`src/rtl/toy_mem_req_ctrl.sv`:
```
// Request front end for a 1-cycle-latency single-port word memory.
// Define TOY_MEM_REQ_CTRL_WR_ACK_EN to make aligned writes return an ack.
module toy_mem_req_ctrl #(
  parameter int ADDR_WIDTH = 32,
  parameter int DATA_WIDTH = 32,
  parameter int ID_WIDTH   = 4,
  parameter int RSP_DEPTH  = 4
) (
  input  logic                  clk,
  input  logic                  rst,
  input  logic                  req_vld,
  output logic                  req_rdy,
  input  logic [ADDR_WIDTH-1:0] req_addr,
  input  logic                  req_wr_en,
  input  logic [DATA_WIDTH-1:0] req_wr_data,
  input  logic [ID_WIDTH-1:0]   req_id,
  output logic                  rsp_vld,
  input  logic                  rsp_rdy,
  output logic [DATA_WIDTH-1:0] rsp_data,
  output logic [ID_WIDTH-1:0]   rsp_id,
  output logic                  rsp_err,
  output logic                  mem_en,
  output logic [ADDR_WIDTH-1:0] mem_addr,
  output logic [DATA_WIDTH-1:0] mem_wr_data,
  output logic                  mem_wr_en,
  input  logic [DATA_WIDTH-1:0] mem_rd_data
);

  localparam int OFS = $clog2(DATA_WIDTH / 8);
  localparam int PW  = $clog2(RSP_DEPTH);
  localparam int CW  = PW + 1;
  localparam int EW  = DATA_WIDTH + ID_WIDTH + 1;
  localparam logic [ADDR_WIDTH-1:0] LOW_MASK =
    ADDR_WIDTH'((64'd1 << OFS) - 64'd1);

  logic                accept;
  logic                misaligned;
  logic                pend_set;
  logic                pend_vld;
  logic                pend_err;
  logic                pend_is_rd;
  logic [ID_WIDTH-1:0] pend_id;
  logic                push;
  logic                pop;
  logic                full;
  logic [EW-1:0]       push_entry;
  logic [EW-1:0]       head;
  logic [EW-1:0]       fifo_q [RSP_DEPTH];
  logic [PW-1:0]       wr_ptr;
  logic [PW-1:0]       rd_ptr;
  logic [CW-1:0]       count;
  logic [CW:0]         used;

  assign misaligned = |(req_addr & LOW_MASK);

  // Credits cover both queued entries and the one still in the capture stage
  assign used    = {1'b0, count} + (CW+1)'(pend_vld);
  assign req_rdy = !rst && (used < (CW+1)'(RSP_DEPTH));
  assign accept  = req_vld && req_rdy;

  assign mem_en      = accept && !misaligned;
  assign mem_wr_en   = mem_en && req_wr_en;
  assign mem_addr    = accept ? (req_addr >> OFS) : '0;
  assign mem_wr_data = accept ? req_wr_data : '0;

`ifdef TOY_MEM_REQ_CTRL_WR_ACK_EN
  assign pend_set = accept;
`else
  assign pend_set = accept && (!req_wr_en || misaligned);
`endif

  always_ff @(posedge clk) begin
    if (rst) begin
      pend_vld <= 1'b0;
    end else begin
      pend_vld <= pend_set;
    end
  end

  always_ff @(posedge clk) begin
    if (accept) begin
      pend_id    <= req_id;
      pend_err   <= misaligned;
      pend_is_rd <= !req_wr_en;
    end
  end

  assign push       = pend_vld;
  assign push_entry = {(pend_is_rd && !pend_err) ? mem_rd_data : '0,
                       pend_id, pend_err};

  assign full    = (count == CW'(RSP_DEPTH));
  assign rsp_vld = !rst && (count != '0);
  assign pop     = rsp_vld && rsp_rdy;
  assign head    = fifo_q[rd_ptr];
  assign {rsp_data, rsp_id, rsp_err} = rsp_vld ? head : '0;

  always_ff @(posedge clk) begin
    if (push) begin
      fifo_q[wr_ptr] <= push_entry;
    end
  end

  always_ff @(posedge clk) begin
    if (rst) begin
      wr_ptr <= '0;
      rd_ptr <= '0;
      count  <= '0;
    end else begin
      if (push) wr_ptr <= wr_ptr + 1'b1;
      if (pop)  rd_ptr <= rd_ptr + 1'b1;
      unique case ({push, pop})
        2'b10:   count <= count + 1'b1;
        2'b01:   count <= count - 1'b1;
        default: count <= count;
      endcase
    end
  end

  no_push_when_full: assert property (
    @(posedge clk) disable iff (rst) !(push && full));

endmodule

```
`config.mk`:
```
export PLATFORM = sky130hd
export DESIGN_NAME = toy_mem_req_ctrl
export DESIGN_NICKNAME = d
export VERILOG_FILES = /design/src/rtl/toy_mem_req_ctrl.sv
export SDC_FILE = /design/constraint.sdc
export NUM_CORES = 1
export LEC_CHECK = 0
export BUFFER_PORTS_ARGS = -buffer_cell sky130_fd_sc_hd__buf_2
export CELL_PAD_IN_SITES_DETAIL_PLACEMENT = 0
export CELL_PAD_IN_SITES_GLOBAL_PLACEMENT = 1
export CORE_MARGIN = 2
export CORE_UTILIZATION = 47
export CTS_BUF_LIST = sky130_fd_sc_hd__clkbuf_8
export CTS_CLUSTER_DIAMETER = 120
export DETAILED_ROUTE_END_ITERATION = 7
export MAX_ROUTING_LAYER = met4
export PLACE_DENSITY_LB_ADDON = 0.1
export SETUP_SLACK_MARGIN = 0.2
export SYNTH_ARGS = -nofsm -noshare
export SYNTH_HDL_FRONTEND = slang
export SYNTH_SLANG_ARGS = --single-unit
export TNS_END_PERCENT = 5
```
`constraint.sdc`:
```
create_clock -name clk -period 6.6 [get_ports clk]
set_input_delay 0.99 -clock clk [delete_from_list [all_inputs] [get_ports clk]]
set_output_delay 0.99 -clock clk [all_outputs]
set_load 0.005 [all_outputs]
```
Word level (Yosys, flattened, before mapping)
Memories as Yosys holds them, arrays and structs flattened. A register that Yosys moved wholly into a read port is not among the register bits.
Cells that the tools add are included.
{"block": "word_totals", "input_bits": 105, "ramBits": 148, "regBits": 14, "word_cells": 41, "out_inout_bits": 105, "n_memories": 1}
{"block": "classes", "n_eq_ne": 2, "magnitude_cmp": 1, "muxes": 9, "add_sub_neg": 5, "n_reduce_logical": 16}
{"memory": "fifo_q", "words": 4, "width": 37, "rd": 1, "rd_clocked_by_memory_dff": 1, "write_ports": 1, "line_no": "48", "source": "logic [EW-1:0] fifo_q [RSP_DEPTH];"}
{"cell": "$mux 32", "count": 2}
{"cell": "$mux 37", "count": 1}
{"cell": "$mux 30", "count": 1}
{"cell": "$logic_and 1x1->1", "count": 8}
{"cell": "$pmux 3 s2", "count": 1}
{"cell": "$add 2x1->2 const B", "count": 2}
{"cell": "$add 3x1->4", "count": 1}
{"cell": "$logic_not 1->1", "count": 4}
{"cell": "$lt 4x3->1 const B", "count": 1}
{"cell": "$mux 2", "count": 2}
{"cell": "$add 3x1->3 const B", "count": 1}
{"cell": "$reduce_bool 3->1", "count": 1}
{"cell": "$sub 3x1->3 const B", "count": 1}
{"cell": "$eq 2x1->1 const B", "count": 1}
{"cell": "$eq 2x2->1 const B", "count": 1}
{"cell": "$mux 1", "count": 2}
{"cell": "$reduce_bool 2->1", "count": 1}
{"cell": "$reduce_or 2->1", "count": 1}
{"cell": "$logic_or 1x1->1", "count": 1}

Depth between registers and ports, before layout
{"block": "depth", "word_depth": 6, "ltp_mapped": 10, "depth_no_buf": 9}

Worst setup path before layout
Ideal clock, no wire load.
{"block": "synth_path", "path_type": "in2out", "start": "input port rst", "end": "output port mem_addr[10]", "arrival_time_ns": 1.910, "cell_stages": 4, "slack_ns": 3.700, "path_buffers": 2, "required_ns": 5.610, "cell_sequence": "clkbuf_1 a311oi_4 buf_2 and3_1"}
{"block": "synth_between", "elab_chain_cells": 4}
{"element": "start: declaration", "line_no": "10", "source": "input logic rst,"}
{"element": "$logic_not 1->1", "line_no": "58", "source": "assign req_rdy = !rst && (used < (CW+1)'(RSP_DEPTH));"}
{"element": "$logic_and 1x1->1", "line_no": "58"}
{"element": "$logic_and 1x1->1", "line_no": "59", "source": "assign accept = req_vld && req_rdy;"}
{"element": "$mux 30", "line_no": "63", "source": "assign mem_addr = accept ? (req_addr >> OFS) : '0;"}
{"element": "end: declaration", "line_no": "23", "source": "output logic [ADDR_WIDTH-1:0] mem_addr,"}
Every way passes these cells.

==> impl_metrics.yaml <==
outcome:
  status: "finished clean"
flow_run:
  cap_violations: 0
placement:
  io_buffers: 207
  postPlaceCellArea_sq_um: 8250
  placed_cells: 778
  place_congestion: 0.789
  post-dp-hpwl_um: 9240
power:
  p_per_area_nw_per_um2: 253
  peakVddDrop_mv: 0.128
  p_total_mw: 2.21
  p_leak_nw: 3.69
clocking:
  clock-sinks: 164
  worstSkewPairLatency_ps: 440
  post_cts_resized: 0
  cts_root_buf: "clkbuf_8"
  clock_path_buffers: 2
  cts_max_level: 4
  cts_tree: "yes"
  path_clk_slew_ps: 80
  ctsHoldBuffers: 0
  cts_buffers: 17
  cts_setup_buffers: 0
synth:
  yosysTopAreaCell: "edfxtp_1"
  synthesis.area_sq_um: 7120
  ys_types: 28
  synth_seq_cells: 164
  yosysWarnings: 0
  syn_avg_cell_area_sq_um: 17.2
  yosys-top-cells-area: "edfxtp_1, mux4_1, and2_1, and3_1, dfxtp_1"
  seq_area_frac_synth: 0.677
  synth_top_area_frac: 0.649
  netlist_instances: 415
worst_setup_path:
  worst-path-buf-inv: 2
  endpoint_kind: "primary output"
  startpoint_type: "flip-flop"
  r2r-start: "count[0]"
  r2r_slack_ps: 3850
  cp_slowest_stage_delay_ps: 670
  crit_type: "reg -> out"
  r2r-end: "count[2]"
  critPathSlowestCell: "mux4_1"
  crit_fanout: 23
  cp_data_required_time_ps: 5610
  crit_arrival_ps: 2580
  ff2ff_path_depth: 9
  cpLargestDelayFamily: "multiplexers"
  crit_chain: "buf_4 > mux4_1 > and2_1 > buf_2"
final_layout:
  regArea_sq_um: 4830
  drive_gt1_frac: 0.399
  multi_input_area_sq_um: 2110
  n_antenna_cell: 0
  fill_cells: 1115
  layout.nets: 724
  stdcell_count: 810
  area_growth_pct: 22.2
  stdcell_area_sq_um: 8700
sta:
  fmax_mhz: 280
  fin_tns_setup_ps: 0
  max_slew_margin: 0.301
  worst_hold_slack_ps: 496
  min_period_over_period: 0.541
  fin_crit_ps: 3570
  drv_slew: 0
  finalSetupViolations: 0
  hold_viol_final: 0
  skew_ps: 5.06
  rsz0062_at_grt: "false"
  worstMarginPinSlew_ps: 1050
global_routing:
  grt_max_degree: 65
  grt_usage: 0.186
  grt_overflow_total: 0
  antenna_found_initial: 0
  grt_first_pass_wirelength_um: 21600
  grt_pass1_vias: 4215
routing:
  vias: 4253
  drt-initial-drc-count: 264
  drc_errors: 0
  dr.pass1.iters: 4
  routed_via_density: 5.25
  drt-total-wl_um: 14600
  wire_per_inst_um: 18.0
  ant_nets: 0
floorplanning:
  start_util: 0.486
  die_h_um: 127
  rows: 44
  die_w_um: 127
  io_pins: 210
  die-area_sq_um: 16200
  core_sq_um: 14600
hold_path:
  hp-start: "rd_ptr[1]"
  holdPathStages: 2
  hp-class: "reg -> reg"
==> metrics by stage <==
stage	worst slack (ps)	util
detailed placement	2730	0.563
floorplan	3700	-
finish	3030	0.594
CTS	2880	0.594
global route	2940	0.594
global placement	2860	0.563
==> routing by layer <==
layer / global-route usage / routed length, um
met1: 0.214 / 5900
met2: 0.324 / 7690
met3: 0.0389 / 777
met4: 0.0659 / 221
met5: - / 0
==> layout make-up <==
cell class / instances / share of cell area
Inverter: 9 / 0.00388
Clock buffer: 17 / 0.0269
Tap cell: 184 / 0.0265
Multi-Input combinational cell: 211 / 0.242
Sequential cell: 164 / 0.555
Timing Repair Buffer: 210 / 0.122
Clock inverter: 15 / 0.0244
==> state kept, by name, summed over array words and instances (netlist names), named ones only <==
register    flops
fifo_q        148
pend_err        1
count           3
pend_is_rd      1
wr_ptr          2
rd_ptr          2
pend_id         4
pend_vld        1
==> layout by cell type, fill, tap and decap left out, types with 3 or more instances in the layout <==
cell | Yosys | layout
and2_1 | 74 | 70
and2_2 | 0 | 4
clkinv_2 | 0 | 3
nor2_1 | 10 | 9
dfxtp_1 | 10 | 8
mux4_1 | 36 | 36
edfxtp_1 | 154 | 154
buf_4 | 3 | 3
inv_1 | 9 | 10
xor2_1 | 3 | 3
bufinv_16 | 0 | 5
a21oi_1 | 4 | 4
and3_1 | 62 | 62
buf_2 | 10 | 207
clkinvlp_4 | 0 | 3
clkbuf_8 | 0 | 17
ha_1 | 5 | 5
==> how the worst max path moves through the flow <==
stage,from,endpoint,slack [ps],depth (start not counted)
after floorplan,rst,mem_addr[10],3700,4
after global placement,rst,count[2],2860,9
after detailed placement,rst,count[2],2730,9
after CTS,rst,rsp_data[0],2880,4
after global routing,flip-flop,rsp_data[8],2940,4
final,flip-flop,rsp_data[8],3030,4
==> kinds of logic (layout without fill, tap and decap cells) <==
family,Yosys count,after routing,share of synthesized area
AND/OR/NAND/NOR,153,153,0.130
flip-flops,164,164,0.677
other,1,2,0.000526
multiplexers,38,38,0.137
buffers and inverters,41,251,0.0295
AO/OA/AOI/OAI,8,8,0.00896
XOR/XNOR,4,4,0.00492
adder cells (fa/ha/maj),6,6,0.0116
==> power by group <==
part,internal (mW),total [mW],switching (mW)
clock,0.447,0.795,0.348
sequential,1.16,1.18,0.0209
combinational,0.123,0.231,0.108
==> cells in the mapped netlist <==
master	n
clkbuf_2	2
clkbuf_1	12
nor2b_1	1
dfxtp_1	10
buf_2	10
buf_1	1
fa_1	1
nor3_1	2
ha_1	5
buf_6	4
mux4_1	36
mux2i_1	1
or3_1	2
and2_1	74
xnor2_1	1
o21ai_0	2
nand2_1	2
mux4_2	1
a311oi_4	1
inv_1	9
and3_1	62
nor2_1	10
conb_1	1
buf_4	3
edfxtp_1	154
o31ai_1	1
a21oi_1	4
xor2_1	3
==> tightest hold or removal path, cell delays in order (launching register included) <==
cell and delay [ps]:
dfxtp_1 310, o21ai_0 70, a21oi_1 70
Power figures use the tool's default switching activity.
